==> src/rtl/cla_pkg.sv <==
// Shared types and helpers for the pipelined carry-lookahead adder/subtractor.
//   cla_op_t     : operation select (ADD, SUB, ADC, SBB)
//   op_inverts_b : 1 when the B operand is complemented (subtract forms)
//   op_carry_in  : effective carry into bit 0 for a given op and cin
package cla_pkg;

  typedef enum logic [1:0] {CLA_ADD, CLA_SUB, CLA_ADC, CLA_SBB} cla_op_t;

  function automatic logic op_inverts_b(cla_op_t op);
    return (op == CLA_SUB) || (op == CLA_SBB);
  endfunction

  // SBB takes cin as a borrow, so the carry into the adder is its inverse.
  function automatic logic op_carry_in(cla_op_t op, logic cin);
    logic c;
    case (op)
      CLA_ADD: c = 1'b0;
      CLA_SUB: c = 1'b1;
      CLA_ADC: c = cin;
      default: c = ~cin;
    endcase
    return c;
  endfunction

endpackage

==> src/rtl/cla_group.sv <==
// One lookahead group, purely combinational.
//   a, b_eff : group slice of operand A and effective operand B
//   c_in     : carry into the group's LSB
//   g_grp    : group generate (fully expanded lookahead form)
//   p_grp    : group propagate
//   s        : group sum bits given c_in
module cla_group #(
  parameter int GROUP = 4
) (
  input  logic [GROUP-1:0] a,
  input  logic [GROUP-1:0] b_eff,
  input  logic             c_in,
  output logic             g_grp,
  output logic             p_grp,
  output logic [GROUP-1:0] s
);

  logic [GROUP-1:0] g, p, c;
  logic             term;

  // p is the OR form; it is only used for lookahead, never for the sum.
  assign g = a & b_eff;
  assign p = a | b_eff;

  always_comb begin
    g_grp = 1'b0;
    p_grp = &p;
    c     = '0;
    term  = 1'b0;
    // G = g[n-1] | p[n-1]g[n-2] | ... | p[n-1..1]g[0]
    for (int i = 0; i < GROUP; i++) begin
      term = g[i];
      for (int j = i + 1; j < GROUP; j++) term = term & p[j];
      g_grp = g_grp | term;
    end
    // Internal carries, each expanded from c_in and the bit g/p terms.
    for (int i = 0; i < GROUP; i++) begin
      c[i] = c_in;
      for (int j = 0; j < i; j++) c[i] = c[i] & p[j];
      for (int k = 0; k < i; k++) begin
        term = g[k];
        for (int j = k + 1; j < i; j++) term = term & p[j];
        c[i] = c[i] | term;
      end
    end
  end

  assign s = a ^ b_eff ^ c;

endmodule

==> src/rtl/pipelined_cla_addsub.sv <==
// Two-stage pipelined carry-lookahead adder/subtractor with valid/ready.
//   clk, rst            : clock, synchronous active-high reset
//   in_valid/in_ready   : operand handshake (a, b, cin, op)
//   out_valid/out_ready : result handshake (sum, cout, ovf, zero)
// S1 registers effective operands plus per-group G/P; S2 resolves group
// carries, forms sums and registers the result and flags.
module pipelined_cla_addsub
  import cla_pkg::*;
#(
  parameter int WIDTH = 32,
  parameter int GROUP = 4
) (
  input  logic             clk,
  input  logic             rst,
  input  logic             in_valid,
  output logic             in_ready,
  input  logic [WIDTH-1:0] a,
  input  logic [WIDTH-1:0] b,
  input  logic             cin,
  input  cla_op_t          op,
  output logic             out_valid,
  input  logic             out_ready,
  output logic [WIDTH-1:0] sum,
  output logic             cout,
  output logic             ovf,
  output logic             zero
);

  localparam int NG  = WIDTH / GROUP;
  localparam int MSB = WIDTH - 1;

  if ((WIDTH % GROUP) != 0 || WIDTH < GROUP) begin : g_bad_param
    $error("WIDTH must be a non-zero multiple of GROUP");
  end

  // ---------------- handshake ----------------
  logic v1_q, v1_d, v2_q, v2_d;
  logic s1_load, s2_load;

  assign s2_load   = v1_q & (~v2_q | out_ready);
  assign in_ready  = ~rst & (~v1_q | s2_load);
  assign s1_load   = in_valid & in_ready;
  assign out_valid = v2_q;

  always_comb begin
    v1_d = s1_load | (v1_q & ~s2_load);
    v2_d = s2_load | (v2_q & ~out_ready);
  end

  // ---------------- stage 1 ----------------
  logic [WIDTH-1:0] b_eff;
  logic             c_eff;
  logic [NG-1:0]    g_in, p_in;
  logic [WIDTH-1:0] s1_sum_unused;

  assign b_eff = op_inverts_b(op) ? ~b : b;
  assign c_eff = op_carry_in(op, cin);

  logic [WIDTH-1:0] a_q, a_d, b_q, b_d;
  logic             c_q, c_d;
  logic [NG-1:0]    g_q, g_d, p_q, p_d;

  for (genvar k = 0; k < NG; k++) begin : g_s1
    cla_group #(.GROUP(GROUP)) u_grp (
      .a     (a[k*GROUP +: GROUP]),
      .b_eff (b_eff[k*GROUP +: GROUP]),
      .c_in  (1'b0),
      .g_grp (g_in[k]),
      .p_grp (p_in[k]),
      .s     (s1_sum_unused[k*GROUP +: GROUP])
    );
  end

  always_comb begin
    a_d = a_q;
    b_d = b_q;
    c_d = c_q;
    g_d = g_q;
    p_d = p_q;
    if (s1_load) begin
      a_d = a;
      b_d = b_eff;
      c_d = c_eff;
      g_d = g_in;
      p_d = p_in;
    end
  end

  always_ff @(posedge clk) begin
    a_q <= a_d;
    b_q <= b_d;
    c_q <= c_d;
    g_q <= g_d;
    p_q <= p_d;
  end

  // ---------------- stage 2 ----------------
  // Group carries, each expanded directly from registered G/P and c_q so
  // no carry depends on another carry.
  logic [NG:0] gc;

  for (genvar k = 0; k <= NG; k++) begin : g_lookahead
    logic ck, t;
    always_comb begin
      ck = c_q;
      t  = 1'b0;
      for (int j = 0; j < k; j++) ck = ck & p_q[j];
      for (int m = 0; m < k; m++) begin
        t = g_q[m];
        for (int j = m + 1; j < k; j++) t = t & p_q[j];
        ck = ck | t;
      end
    end
    assign gc[k] = ck;
  end

  logic [WIDTH-1:0] sum_nxt;
  logic [NG-1:0]    s2_g_unused, s2_p_unused;

  for (genvar k = 0; k < NG; k++) begin : g_s2
    cla_group #(.GROUP(GROUP)) u_grp (
      .a     (a_q[k*GROUP +: GROUP]),
      .b_eff (b_q[k*GROUP +: GROUP]),
      .c_in  (gc[k]),
      .g_grp (s2_g_unused[k]),
      .p_grp (s2_p_unused[k]),
      .s     (sum_nxt[k*GROUP +: GROUP])
    );
  end

  logic [WIDTH-1:0] sum_q, sum_d;
  logic             cout_q, cout_d, ovf_q, ovf_d, zero_q, zero_d;

  always_comb begin
    sum_d  = sum_q;
    cout_d = cout_q;
    ovf_d  = ovf_q;
    zero_d = zero_q;
    if (s2_load) begin
      sum_d  = sum_nxt;
      cout_d = gc[NG];
      ovf_d  = (a_q[MSB] == b_q[MSB]) & (sum_nxt[MSB] != a_q[MSB]);
      zero_d = ~|sum_nxt;
    end
  end

  always_ff @(posedge clk) begin
    if (rst) begin
      v1_q   <= 1'b0;
      v2_q   <= 1'b0;
      sum_q  <= '0;
      cout_q <= 1'b0;
      ovf_q  <= 1'b0;
      zero_q <= 1'b0;
    end else begin
      v1_q   <= v1_d;
      v2_q   <= v2_d;
      sum_q  <= sum_d;
      cout_q <= cout_d;
      ovf_q  <= ovf_d;
      zero_q <= zero_d;
    end
  end

  assign sum  = sum_q;
  assign cout = cout_q;
  assign ovf  = ovf_q;
  assign zero = zero_q;

endmodule

==> config.mk <==
export PLATFORM = sky130hd
export DESIGN_NAME = pipelined_cla_addsub
export DESIGN_NICKNAME = d
export VERILOG_FILES = /design/src/rtl/cla_pkg.sv /design/src/rtl/cla_group.sv /design/src/rtl/pipelined_cla_addsub.sv
export SDC_FILE = /design/constraint.sdc
export NUM_CORES = 1
export LEC_CHECK = 0
export ABC_AREA = 0
export CAP_MARGIN = 20
export CORE_MARGIN = 3
export CORE_UTILIZATION = 45
export CTS_BUF_LIST = sky130_fd_sc_hd__clkbuf_8 sky130_fd_sc_hd__clkbuf_16
export DETAILED_ROUTE_END_ITERATION = 7
export GPL_ROUTABILITY_DRIVEN = 0
export PLACE_DENSITY = 0.72
export SETUP_SLACK_MARGIN = 0.2
export SYNTH_ARGS = -nofsm -noshare
export SYNTH_HDL_FRONTEND = slang
export SYNTH_SLANG_ARGS = --single-unit
==> constraint.sdc <==
create_clock -name clk -period 3.4 [get_ports clk]
set_input_delay 0.68 -clock clk [delete_from_list [all_inputs] [get_ports clk]]
set_output_delay 0.68 -clock clk [all_outputs]
set_load 0.005 [all_outputs]
==> out/summary.txt <==
port bufs - 107
DPL Wire Length - 10.9 mm
mux cell area share after synthesis - 0
largest net degree at the start of global routing - 54
DRC viols - 0
Crit Path Category - register to register
placed insts - 852
Boundary Pins - 108
CTS HTree Levels - 4
Hold Path Cell Cnt - 2
post-route ant nets - 0
final instance area - 0.00821 mm2
Clock Path Buffers - 2
unique cell type count in the Yosys netlist - 49
Design Power - 4.12 mW
Die Y - 123 um
outcome - completed
Final min period - 3350 ps
CTS tree - yes
Post-Synth Simple-Gate Area - 0.113
die span in x - 123 um
initial antenna violation count - 0
Compound-Gate Fraction of Synth Area - 0.116
sequential share of the synthesized area - 0.512
Post-synth EDFFs - 81
RSZ-0062 raised after global routing - true
Final Skew - 7.66 ps
Syn Area/Cell - 10.8 um2
synth warn - 0
XOR/XNOR Fraction of Synth Area - 0.0890
WL met2 - 7.11 mm
Remaining Overflow, GRT - 0
nets - 824
All-Layer GR Usage - 0.197
Finished Core Util - 0.615
num rows - 42
Worst VDD drop - 0.353 mV
Root Buffer - clkbuf_16
WL final - 14.2 mm
Worst setup SP type - register
Critical Path RT - 3760 ps
1st-pass router iterations - 5
FF-to-FF path depth - 14
critical path arrival - 3710 ps
final cell count without fillers - 886
Iter 0 DRT Violations - 261
worst-margin pin slew - 642 ps
number of synthesized register bits - 118
Worst Setup End Kind - register
largest family of logic cells by synthesized area - adder cells
clock sink count - 118
Max-slew headroom - 0.571
Mapped Nets - 700
Mapped Cells - 573
Hold/Removal Path Class - register to register
M1 WL - 5.88 mm
TritonCTS Buffers - 17
wire per inst - 16.0 um
Synth Cell Area - 0.00620 mm2
Final setup viols - 0
top routing layer used - met4
CORE AREA - 0.0133 mm2
first-pass GRT wire length - 22.6 mm
FMAX - 0.299 GHz
CP Max Fanout - 4
Leak - 3.28 nW
Vias/cell - 5.17
worst-skew pair later-pin latency - 410 ps
Main synth FF type - edfxtp_1
P&R area growth vs syn - 32.5%
Vias - 4,578
share of layout cells above drive strength 1 - 0.0873
placed cell area - 0.00753 mm2
Initial Util - 0.464
Routed met3 length - 831 um
Slew Viols, Final - 0
Pwr per Cell Area - 502 mW/mm2
max cap viols - 0
Final Cycle Share - 0.984
ANT cells - 0
Post-Synth Adder-Cell Area - 0.123
die area - 0.0152 mm2
clock transition at the registers of the reported paths - 50 ps
Hold Vio Cnt, Final - 0
vias in the first global route - 4,587
ys async rst share - 0
[layer usage]
metal	up-vias	track usage
met5	-	0
met4	0	0.0740
met3	30	0.0494
met2	137	0.334
met1	2188	0.242
li1	2223	-
[worst paths after layout]
| check | to | startpoint | slack, ps |
|---|---|---|---|
| worst min-delay path | sum[8] | sum[8] | 470 |
| worst min register to register | sum[8] | sum[8] | 470 |
| worst max-delay path | zero | p_q[2] | 50 |
| worst max register to register | zero | p_q[2] | 50 |
[placed cells by master, fill, tap and decap left out, drive strengths merged, types with 4 or more instances in the layout]
cell type / instances
clkinv: 7
xor2: 39
o21bai: 4
buf: 14
a22oi: 15
edfxtp: 81
clkdlybuf4s50: 106
o22ai: 8
nor2b: 4
nand3: 4
xnor2: 24
nor2: 73
a21o: 6
a211oi: 16
nand2: 33
nand4: 5
dfxtp: 37
a21oi: 30
o21ai: 14
fa: 8
ha: 48
nor4: 6
inv: 63
nor3: 9
clkbuf: 19
[flip-flops by register name, summed over array words and instances (netlist names)]
signal,cells
cout,1
sum,32
ovf,1
zero,1
g_q,8
a_q,32
b_q,32
v1_q,1
out_valid,1
c_q,1
p_q,8
[worst max-delay path, stage by stage, from the launching register on]
cell,delay [ps]
edfxtp_1,400
a21o_1,240
a21oi_4,180
a21oi_2,90
or2_4,280
a21o_1,210
fa_2,470
nor4_4,270
nand2_1,100
nor4_2,160
nand4_1,160
nor4_2,260
nand4_1,150
nor4_2,180
a21o_1,140
[timing repair]
action                                  4_1_cts  5_1_grt
cloned                                        0        0
endpoints found under the setup margin        1        1
setup buffers                                 1        1
resized for setup                             4        8
pin swaps                                     2        5
hold buffers                                  0        0
[power by group]
part / total (mW) / switching [mW] / internal (mW)
registers: 1.70 / 0.0607 / 1.64
logic: 0.650 / 0.336 / 0.313
clock network: 1.77 / 0.596 / 1.17
[cell families (layout without fill, tap and decap cells)]
kind of cell | Yosys count | count (layout)
flip-flops | 118 | 118
adder cells (fa/ha/maj) | 56 | 56
buffers and inverters | 76 | 213
XOR/XNOR | 63 | 63
AND/OR/NAND/NOR | 153 | 153
AO/OA/AOI/OAI | 107 | 107
[area by class of cell]
cell class / count / area (um2)
Clock inverter: 13 / 138
Inverter: 61 / 229
Tap cell: 176 / 220
Timing Repair Buffer: 120 / 1190
Multi-Input combinational cell: 379 / 2810
Fill cell: 1102 / 5140
Sequential cell: 118 / 3170
Clock buffer: 19 / 453
[per-stage QoR]
stage / setup WS (ps) / hold slack (ps) / TNS, ps
finish: 54.8 / 465 / 0
global route: -218 / 483 / -218
CTS: 38.7 / 466 / 0
detailed placement: -69.7 / 455 / -69.7
global placement: 215 / 458 / 0
floorplan: 455 / 453 / 0
[Yosys cell counts, types with 5 or more instances]
library cell  count  area share
fa_1              8       0.026
nor3_1            9      0.0073
edfxtp_1         81        0.39
a21o_1            5      0.0061
ha_1             48       0.097
dfxtp_1          37        0.12
clkbuf_1         12      0.0073
a22oi_1          15       0.018
a211oi_1         15       0.018
xor2_1           39       0.055
nand2_1          33       0.020
xnor2_1          24       0.034
o22ai_1           8      0.0081
nand4_1           5      0.0050
o21ai_0          13       0.010
a21oi_1          28       0.023
inv_1            61       0.037
nor2_1           73       0.044
nor4_1            6      0.0061
Power figures use the tool's default switching activity.
